## src/rtl/tcam_pkg.sv

```systemverilog
// tcam_pkg: shared TCAM lookup defaults, derived widths and search FSM encoding
package tcam_pkg;
  localparam int DEF_DATA_BITS  = 10;
  localparam int DEF_FRAGMENTS  = 5;
  localparam int DEF_FRAG_BITS  = 3;
  localparam int DEF_MATCH_WID  = 4;
  localparam int DEF_IDX_WID    = 2;
  localparam int DEF_EARLY_EXIT = 1;
  localparam int DEF_FRAG_WID   = DEF_DATA_BITS / DEF_FRAGMENTS;
  localparam int DEF_ADDR_WID   = DEF_FRAG_BITS + DEF_FRAG_WID;
  typedef enum logic [2:0] {
    S_IDLE  = 3'd0,
    S_LOAD  = 3'd1,
    S_SHIFT = 3'd2,
    S_CAPT  = 3'd3,
    S_REQ   = 3'd4,
    S_RESP  = 3'd5,
    S_DONE  = 3'd6
  } state_t;
  function automatic int addr_wid(input int data_bits, input int fragments, input int frag_bits);
    return frag_bits + data_bits / fragments;
  endfunction
endpackage

```

## src/rtl/tcam_prio_enc.sv

```systemverilog
// tcam_prio_enc: lowest-set-bit index and hit flag of a match vector
module tcam_prio_enc #(
  parameter int MATCH_WID = 4,
  parameter int IDX_WID   = 2
)(
  input  logic [MATCH_WID-1:0] vec,
  output logic                 hit,
  output logic [IDX_WID-1:0]   idx
);
  always_comb begin
    hit = |vec;
    idx = '0;
    for (int i = MATCH_WID - 1; i >= 0; i--)
      if (vec[i]) idx = IDX_WID'(i);
  end
endmodule

```

## src/rtl/tcam_search_ctrl.sv

```systemverilog
// tcam_search_ctrl: sequences fragment reads for one key and AND-accumulates the match vectors
module tcam_search_ctrl
  import tcam_pkg::*;
#(
  parameter int DATA_BITS  = DEF_DATA_BITS,
  parameter int FRAGMENTS  = DEF_FRAGMENTS,
  parameter int FRAG_BITS  = DEF_FRAG_BITS,
  parameter int MATCH_WID  = DEF_MATCH_WID,
  parameter int IDX_WID    = DEF_IDX_WID,
  parameter int EARLY_EXIT = DEF_EARLY_EXIT,
  localparam int ADDR_WID  = addr_wid(DATA_BITS, FRAGMENTS, FRAG_BITS)
)(
  input  logic                 clk,
  input  logic                 reset,
  input  logic                 i_key_valid,
  input  logic [DATA_BITS-1:0] i_key,
  output logic                 o_key_ready,
  output logic [DATA_BITS-1:0] o_frag_key,
  output logic                 o_frag_load,
  output logic                 o_frag_shift,
  input  logic [ADDR_WID-1:0]  i_frag_addr,
  output logic                 o_mem_req,
  output logic [ADDR_WID-1:0]  o_mem_addr,
  input  logic                 i_mem_ack,
  input  logic                 i_mem_rvalid,
  input  logic [MATCH_WID-1:0] i_mem_rdata,
  output logic                 o_result_valid,
  output logic [MATCH_WID-1:0] o_match_vec,
  output logic                 o_hit,
  output logic [IDX_WID-1:0]   o_hit_idx,
  input  logic                 i_result_ready
);
  state_t state, nxt;
  logic [MATCH_WID-1:0] acc, nacc;
  logic [FRAG_BITS-1:0] cnt;
  logic hit_c, last;
  logic [IDX_WID-1:0] idx_c;
  assign nacc = acc & i_mem_rdata;
  assign last = (cnt == FRAG_BITS'(FRAGMENTS - 1)) || (EARLY_EXIT != 0 && nacc == '0);
  assign o_key_ready    = state == S_IDLE;
  assign o_frag_load    = state == S_LOAD;
  assign o_frag_shift   = state == S_SHIFT;
  assign o_mem_req      = state == S_REQ;
  assign o_result_valid = state == S_DONE;
  tcam_prio_enc #(.MATCH_WID(MATCH_WID), .IDX_WID(IDX_WID)) u_enc (
    .vec(nacc),
    .hit(hit_c),
    .idx(idx_c)
  );
  always_ff @(posedge clk or posedge reset)
    if (reset) state <= S_IDLE;
    else state <= nxt;
  always_comb begin
    nxt = state;
    case (state)
      S_IDLE:  nxt = i_key_valid ? S_LOAD : S_IDLE;
      S_LOAD:  nxt = S_SHIFT;
      S_SHIFT: nxt = S_CAPT;
      S_CAPT:  nxt = S_REQ;
      S_REQ:   nxt = i_mem_ack ? S_RESP : S_REQ;
      S_RESP:  nxt = !i_mem_rvalid ? S_RESP : last ? S_DONE : S_SHIFT;
      S_DONE:  nxt = i_result_ready ? S_IDLE : S_DONE;
      default: nxt = S_IDLE;
    endcase
  end
  // the result is latched on DONE entry so it stays stable while the consumer stalls
  always_ff @(posedge clk or posedge reset)
    if (reset) begin
      acc         <= '1;
      cnt         <= '0;
      o_frag_key  <= '0;
      o_mem_addr  <= '0;
      o_match_vec <= '0;
      o_hit       <= 1'b0;
      o_hit_idx   <= '0;
    end else begin
      if (state == S_IDLE && i_key_valid) begin
        o_frag_key <= i_key;
        acc        <= '1;
        cnt        <= '0;
      end
      if (state == S_CAPT) o_mem_addr <= i_frag_addr;
      if (state == S_RESP && i_mem_rvalid) begin
        acc <= nacc;
        if (last) begin
          o_match_vec <= nacc;
          o_hit       <= hit_c;
          o_hit_idx   <= idx_c;
        end else cnt <= cnt + FRAG_BITS'(1);
      end
    end
endmodule

```

## config.mk

```make
export PLATFORM = sky130hd
export DESIGN_NAME = tcam_search_ctrl
export DESIGN_NICKNAME = d
export VERILOG_FILES = /design/src/rtl/tcam_pkg.sv /design/src/rtl/tcam_prio_enc.sv /design/src/rtl/tcam_search_ctrl.sv
export SDC_FILE = /design/constraint.sdc
export NUM_CORES = 1
export LEC_CHECK = 0
export ABC_CLOCK_PERIOD_IN_PS = 2000
export BUFFER_PORTS_ARGS = -buffer_cell sky130_fd_sc_hd__buf_2
export CORE_MARGIN = 2
export CORE_UTILIZATION = 40
export CTS_BUF_LIST = sky130_fd_sc_hd__clkbuf_4 sky130_fd_sc_hd__clkbuf_8 sky130_fd_sc_hd__clkbuf_16
export CTS_CLUSTER_SIZE = 40
export DETAILED_ROUTE_END_ITERATION = 10
export PLACE_DENSITY = 0.66
export SYNTH_ARGS = -nofsm -noshare
export SYNTH_HDL_FRONTEND = slang
export SYNTH_SLANG_ARGS = --single-unit
```

## constraint.sdc

```tcl
create_clock -name clk -period 2 [get_ports clk]
set_input_delay 0.1 -clock clk [delete_from_list [all_inputs] [get_ports clk]]
set_output_delay 0.1 -clock clk [all_outputs]
set_load 0.01 [all_outputs]
```

==> Word-level counts from Yosys, hierarchy flattened <==
Index checks and enable logic that the tools add are counted.
{ "classes": {"addsub": 1, "n_mul": 0, "div": 0, "n_lt_le_gt_ge": 0, "eq_ne": 7, "n_shift": 0, "muxes": 15, "bitwise": 1, "reduce_logical": 8} }
{ "ops": {"columns": ["operator", "n"], "rows": [
  ["3-bit one-hot mux with 7 select lines", 1],
  ["3-bit two-way mux", 6],
  ["3-bit equality test, second input constant", 4],
  ["2-bit two-way mux", 4],
  ["4-bit two-way mux", 2],
  ["3-bit by 2-bit equality test with 1-bit output, second input constant", 2],
  ["4-bit AND", 1],
  ["4-bit zero test", 1],
  ["4-bit OR reduction", 1],
  ["3-bit by 1-bit adder with 3-bit output, second input constant", 1],
  ["3-bit by 1-bit equality test with 1-bit output, second input constant", 1],
  ["3-bit zero test", 1],
  ["1-bit logical AND", 2],
  ["1-bit two-way mux", 2],
  ["2-bit AND reduction", 1],
  ["2-bit nonzero test", 1],
  ["1-bit logical OR", 1]
]} }
{ "totals": {"reg_bits": 32, "latch_bits": 0, "ramBits": 0, "romBits": 0, "in_bits": 25, "output_inout_bits": 27, "wordCells": 40, "n_memories": 0} }

==> Logic depth before layout (Yosys ltp) <==
Gate-level depths: netlist (run 1).
{ "depth": {"ltp_word": 6, "mapped_depth": 7} }

==> Modules after synthesis <==
Synthesis (run 1) repeated with hierarchy kept, for this count alone.
{ "unflattened": {"cells_unflattened": 115, "hier_area_um2": 1584.0} }
{ "by_module_without_submodules": {"columns": ["module", "n_inst", "cells_each", "area_each_um2"], "rows": [
  ["tcam_search_ctrl", 1, 108, 1549.0],
  ["tcam_prio_enc", 1, 7, 35.0]
]} }

==> Least setup slack after synthesis (run 1) <==
OpenSTA, ideal clock, no wires.
{ "synth_timing": {"path_kind": "flip-flop to flip-flop", "start": "register state[1]", "end": "register o_frag_key[0]", "t_arrival_ps": 1481, "required_time_ps": 1875, "setup_slack_ps": 394, "stages_incl_launch_ff": 7, "path_buffers": 3, "period_less_slack_ps": 1606, "cell_sequence": "dfrtp_1 -> buf_6 -> nor3_2 -> and2_4 -> buf_8 -> buf_8 -> mux2_2"} }
{ "synth_via": {"elab_chain_cells": 2} }
{ "synth_rtl": {"columns": ["element", "line", "rtl"], "rows": [
  ["start, declared", "tcam_search_ctrl.sv:33", "state_t state, nxt;"],
  ["start signal, assigned", "tcam_search_ctrl.sv:52", "else state <= nxt;"],
  ["3-bit zero test", null, null],
  ["named net o_key_ready", "tcam_search_ctrl.sv:17", "output logic o_key_ready,"],
  ["1-bit logical AND", "tcam_search_ctrl.sv:77", "if (state == S_IDLE && i_key_valid) begin"],
  ["end signal, assigned", "tcam_search_ctrl.sv:78", "o_frag_key <= i_key;"],
  ["end, declared", "tcam_search_ctrl.sv:18", "output logic [DATA_BITS-1:0] o_frag_key,"]
]} }
The timed path passes the listed nets, and every way through them passes these cells.
A chain may end at the register's enable or synchronous reset.

==> Worst setup path in the final report (run 1) <==
{ "layout_timing": {"start": "register state[0]", "end": "register cnt[1]"} }
{ "layout_via": {"elab_chain_cells": 5, "word_cells_on_any_way": 7} }
{ "layout_rtl": {"columns": ["element", "line", "rtl"], "rows": [
  ["3-bit zero test", "tcam_search_ctrl.sv:77", null],
  ["1-bit logical AND", "tcam_search_ctrl.sv:77", null],
  ["3-bit two-way mux", "tcam_search_ctrl.sv:77", null],
  ["3-bit two-way mux", "tcam_search_ctrl.sv:85", "if (last) begin"],
  ["3-bit two-way mux (*)", "tcam_search_ctrl.sv:83", "if (state == S_RESP && i_mem_rvalid) begin"],
  ["end signal, assigned", "tcam_search_ctrl.sv:89", "end else cnt <= cnt + FRAG_BITS'(1);"],
  ["end, declared", "tcam_search_ctrl.sv:35", "logic [FRAG_BITS-1:0] cnt;"]
]} }
Mark *: on every way between the ends. The rest lies on a longest branch, timed or not.

==> metrics, run 1 <==
status=finished clean; Initial Util=around two fifths; Unique masters post-synth=34; Synth async-reset ratio=100%; XOR/XNOR Fraction of Synth Area=0%; Post-synth EDFFs=0; Nets=a little under 200; Mapped Nets=about 140; CTS tree=done; synthesized cell area=between 1000 and 1500 um^2; skew final=0.00641 ns; Worst Hold End=o_frag_key[2]; reg2reg start=state[0]; Setup TNS=0 ns; vias in the first global route=1,016; leakage=between 0.9 and 1 nW; IO Pins=between 50 and 60; Power Dens Cells=between 1500 and 2000 nW/um^2; setup repair after global routing missed its margin=no; VDD IR max=between 0.6 and 0.7 mV; Max Freq=roughly 0.6 GHz; Place WS=0.331 ns; Syn Inst Count=about 110; Via-to-Cell Ratio=roughly 4.8; area grow syn2layout=26.1%; clk sinks=32; Synth Area in Compound Gates=roughly a tenth; slowest cell on the critical path=dfrtp_1; largest net degree at the start of global routing=33; Critical Path End Type=flip-flop; most frequent cells after synthesis=dfrtp_1 (28), mux2_2 (18), inv_1 (8); DR vias=1,041; mux cell area share after synthesis=a little under a fifth; # placed instances=between 200 and 250; average size of a mapped cell=roughly 13 um^2; global route hottest layer=met2; grt met2 use=between 20% and 30%; Max clock buf depth=2; TritonCTS Buffers=5; Hold Path Depth=2; Final setup viols=0; Worst Setup Path Type=reg2reg; RePlAce Congestion=0.739; hpwl dp=2030 um; FF-to-FF End=cnt[1]; CP Cell Sequence=nand4b_4 -> a221o_1 -> mux2_4; leading register cell type out of synthesis=dfrtp_1; max_cap viols=0; later-pin clock latency in the skew report=between 0.2 and 0.3 ns; IO buf count=51; Worst Path Arrival=between 1.5 and 2 ns; max incr delay on CP=0.61 ns; CTS root buffer=clkbuf_8; Buf/Inv on CP=0; worst r2r path cells=3; Syn. warnings=0; global-route wire length before repair=roughly 4300 um; router iterations before antenna repair=3; Row Count=22; Global Route Usage Sum=between 10% and 20%; R2R setup slack=roughly 0.30 ns; post-route clock period utilization=85.1%; Simple-Gate Fraction of Synth Area=9.77%; drt initial violations=4; fin. max-slew vios=0; Fin. Hold Viols=0; Seq/Total Area, Yosys=approximately 55%; DIE AREA=4180 um^2; Tmin final=~1.7 ns; combinational family with the most area after synthesis=multiplexers; top cell type's share of synthesized area=a little under half; drc violations=0; Slew @ Worst Pin=approximately 0.44 ns; share of cells above drive strength 1=52.7%; delay-heaviest family, CP=flip-flops; Max FO, Critical Path=13; die width=approximately 65 um; Critical Path RT=2.17 ns; dominant cell type by area after synthesis=dfrtp_1; Overflow after GRT=0; Die Ht=approximately 65 um; synth top area cells=dfrtp_1 (48%), mux2_2 (14%), dfstp_2 (7.1%), mux2i_1 (3.4%), o22a_1 (3.0%); clock slew at reported path FFs=approximately 0.060 ns; core area=3610 um^2; placed cell areas=1740 um^2; HP Class=in2reg; final wirelength=roughly 2700 um; Layout Cells excl Fill=roughly 220; count leader, synth=dfrtp_1; Adder-Cell Fraction of Synth Area=under 10%; CTS H-tree lvls=2; Hold Path Origin=i_key[2]; final instance area=between 1500 and 2000 um^2; setup ws final=roughly 0.3 ns; average wire per cell in the routed design=around 13 um; initial antenna violation count=0; post-route ant nets=0; Startpoint Class=flip-flop; Slew headroom=a little over two thirds; Seq cells post-synth=32; diode count=0; GRT met1 Usage=between 10% and 20%; post-CTS sizing=0; met3 usage=4.86%
[final cells by class]
class	count	area (um^2)
Timing Repair Buffer	53	273
Tap cell	48	60.1
Inverter	8	30.0
Fill cell	328	1750
Clock buffer	8	104
Sequential cell	32	806
Multi-Input combinational cell	66	584
[logic make-up (layout without fill, tap and decap cells)]
group,after synthesis,in the layout
buffers and inverters,13,69
AO/OA/AOI/OAI,18,18
adder cells (fa/ha/maj),2,2
AND/OR/NAND/NOR,22,22
multiplexers,24,24
flip-flops,32,32
[layer usage]
metal / share of wire, % / routed length (um)
met2: 46 / 1230
met4: 1.9 / 51
met5: 0 / 0
met1: 46 / 1230
met3: 6.7 / 180
[repair_timing]
| action | 4_1_cts | 5_1_grt |
|---|---|---|
| setup buffers | 0 | 0 |
| hold buffers | 1 | 0 |
| endpoints found under the hold margin | 28 | 0 |
[flip-flops by register name, summed over array words and instances (netlist names)]
register     cells
o_hit            1
o_frag_key      10
state            3
o_match_vec      4
cnt              3
o_mem_addr       5
o_hit_idx        2
acc              4
[power by group]
group	internal [W]	switching, W	total [W]	leakage [nW]
combinational	0.000564	0.000497	0.00106	0.477
clock	0.000327	0.000223	0.000550	0.0549
sequential	0.000983	0.000228	0.00121	0.387
[worst max path at each step]
stage,from,cells after the start,slack (ns),endpoint
final,state[0],3,0.30,cnt[1]
after global routing,state[0],4,0.22,cnt[2]
after CTS,state[0],3,0.30,cnt[1]
after detailed placement,state[0],3,0.33,cnt[1]
after global placement,state[0],3,0.40,cnt[1]
after floorplan,state[1],6,0.39,o_frag_key[0]
[worst register-to-register path, cell delays in order, from the launching register on]
cell and delay [ns]:
dfrtp_1 0.61, nand4b_4 0.24, a221o_1 0.40, mux2_4 0.32
[through the flow]
stage	total power [W]	hold WS, ns	utilization, %
after floorplan	0.00197	0.213	-
after global placement	0.00225	0.196	48.3
after detailed placement	0.00230	0.205	48.3
after CTS	0.00286	0.0351	51.5
after global routing	0.00302	0.0389	51.5
final	0.00282	0.0429	51.5
[cell usage in the layout (no fill, tap or decap), types with 2 or more instances in the layout]
| master | count |
|---|---|
| nor3b_1 | 4 |
| mux2i_1 | 5 |
| buf_2 | 51 |
| a22oi_1 | 2 |
| o21ai_0 | 3 |
| inv_1 | 8 |
| nand2_1 | 7 |
| ha_1 | 2 |
| clkbuf_8 | 7 |
| dfstp_2 | 4 |
| dfrtp_1 | 28 |
| mux2_2 | 18 |
| o22a_1 | 5 |
| nor2_1 | 2 |
Power figures use the tool's default switching activity.
==> inputs of run 2 (changes only) <==
- CTS_BUF_LIST: sky130_fd_sc_hd__clkbuf_4 sky130_fd_sc_hd__clkbuf_8 sky130_fd_sc_hd__clkbuf_16 -> sky130_fd_sc_hd__clkbuf_8
==> run 2 against run 1 <==
Compared with the run above:
- combinational power about the same
- clock-buffer cell count down 1
- clock skew unchanged
- global-route usage unchanged
- routed wire length about the same
- first-iteration DRC count unchanged
==> metrics, run 2 (synthesized netlist as in run 1, its figures left out) <==
post-route clock period utilization=85.1% (about the same); Via-to-Cell Ratio=4.84 (unchanged); Max clock buf depth=2 (unchanged); clock slew at reported path FFs=0.06 ns (about the same); RePlAce Congestion=0.739 (unchanged); Max FO, Critical Path=13 (unchanged); Place WS=0.331 ns (unchanged); global-route wire length before repair=4260 um (unchanged); DIE AREA=4180 um^2 (unchanged); commonest non-fill, non-tap cell in the layout=buf_2; IO Pins=52 (unchanged); Global Route Usage Sum=13.5% (unchanged); CTS H-tree lvls=2 (unchanged); router iterations before antenna repair=3 (unchanged); Worst Setup Path Type=reg2reg; DR vias=1,041 (unchanged); Die Ht=64.7 um (unchanged); R2R setup slack=0.30 ns (about the same); worst r2r path cells=3 (unchanged); IO buf count=51 (unchanged); diode count=0 (unchanged); initial antenna violation count=0 (unchanged); Internal Power=0.00186 W (-1.0%); share of cells above drive strength 1=52.1% (-0.60 points); Fin. Hold Viols=0 (unchanged); Layout Cells excl Fill=215 (unchanged); Power Dens Cells=1510 nW/um^2 (-0.45%); area grow syn2layout=25.8%; CTS root buffer=clkbuf_8; Final setup viols=0 (unchanged); post-route ant nets=0 (unchanged); placed cell areas=1740 um^2 (unchanged); clock share of power=19.0% (-0.5 points); Reg power frac=43.2% (+0.3 points); FF-to-FF End=cnt[1]; HP Class=in2reg; Startpoint Class=flip-flop; drc violations=0 (unchanged); Post-CTS Setup Bufs=0 (unchanged); max_cap viols=0 (unchanged); fin. max-slew vios=0 (unchanged); VDD IR max=0.698 mV (about the same); largest net degree at the start of global routing=33 (unchanged); cts hold-fix bufs=1 (unchanged); Overflow after GRT=0 (unchanged); final wirelength=2700 um (about the same); Comb power frac=37.8% (+0.2 points); average wire per cell in the routed design=12.6 um (about the same); Critical Path RT=2.17 ns (about the same); leakage=0.920 nW (about the same); Largest Register=o_frag_key; post-CTS sizing=0 (unchanged); Slew @ Worst Pin=0.440 ns (+0.00000238 ns); later-pin clock latency in the skew report=0.28 ns (about the same); crit path launch=state[0]; Initial Util=40.8% (unchanged); setup ws final=0.298 ns (-0.000441 ns); Largest regs=o_frag_key x10, o_mem_addr x5; final instance area=1850 um^2 (-0.20%); vias in the first global route=1,016 (unchanged); hpwl dp=2030 um (unchanged); Switching Share=33.8% (+0.23 points); clk sinks=32 (unchanged); reg2reg start=state[0]; die width=64.7 um (unchanged); # placed instances=206 (unchanged); max FFs per register=10 (unchanged); Critical Path End=cnt[1]; core area=3610 um^2 (unchanged); drt initial violations=4 (unchanged); Worst Path Arrival=1.87 ns (about the same); CTS tree=done; NetSw=0.000948 W (about the same); Nets=193 (unchanged); Critical Path End Type=flip-flop; Tmin final=1.70 ns (+0.000441 ns); Max Freq=0.588 GHz (about the same); skew final=0.00641 ns (unchanged); final core occ=51.4% (-0.10 points); TritonCTS Buffers=5 (unchanged); Slew headroom=70.6% (about the same); Row Count=22 (unchanged); setup repair after global routing missed its margin=no; status=finished clean; Setup TNS=0 ns (unchanged); commonest non-fill, non-tap cells in the layout=buf_2 (51), dfrtp_1 (28), mux2_2 (18)
-- run 2: critical path: stages (launching register included) --
cell and delay [ns]:
dfrtp_1 0.61, nand4b_4 0.24, a221o_1 0.40, mux2_4 0.32
-- run 2: routing by layer --
metal  wire length, um  GRT usage [%]  vias to the layer above
li1                  -              -                      500
met1              1230           16.4                      497
met2              1230           21.0                       39
met3               180           4.86                        5
met4                51           7.18                        0
met5                 0              0                        -
-- run 2: stage by stage --
step	total power, W	hold WS, ns
after floorplan	0.00197	0.213
after global placement	0.00225	0.196
after detailed placement	0.00230	0.205
after CTS	0.00285	0.0350
after global routing	0.00300	0.0389
final	0.00280	0.0426
-- run 2: power by group through the flow --
| stage | registers (W) | logic, W | clock network, W |
|---|---|---|---|
| after global placement | 0.00120 | 0.00105 | 0 |
| after floorplan | 0.00125 | 0.000714 | 0 |
| after global routing | 0.00126 | 0.00116 | 0.000577 |
| after detailed placement | 0.00123 | 0.00107 | 0 |
| after CTS | 0.00121 | 0.00108 | 0.000551 |
| final | 0.00121 | 0.00106 | 0.000532 |
-- run 2: layout make-up --
type	count	area [um^2]
Timing Repair Buffer	53	273
Clock buffer	7	96.3
Inverter	8	30.0
Fill cell	328	1750
Multi-Input combinational cell	66	584
Tap cell	48	60.1
Sequential cell	32	806
Clock inverter	1	3.75
-- run 2: worst min path at each step --
stage	end	depth (start not counted)	slack, ns	startpoint
6_report	o_frag_key[2]	2	0.04	i_key[2]
5_1_grt	o_mem_addr[1]	2	0.04	i_frag_addr[1]
4_1_cts	o_frag_key[2]	2	0.03	i_key[2]
3_5_place_dp	state[0]	3	0.21	reset
3_3_place_gp	o_frag_key[2]	3	0.20	reset
2_1_floorplan	cnt[0]	1	0.21	reset
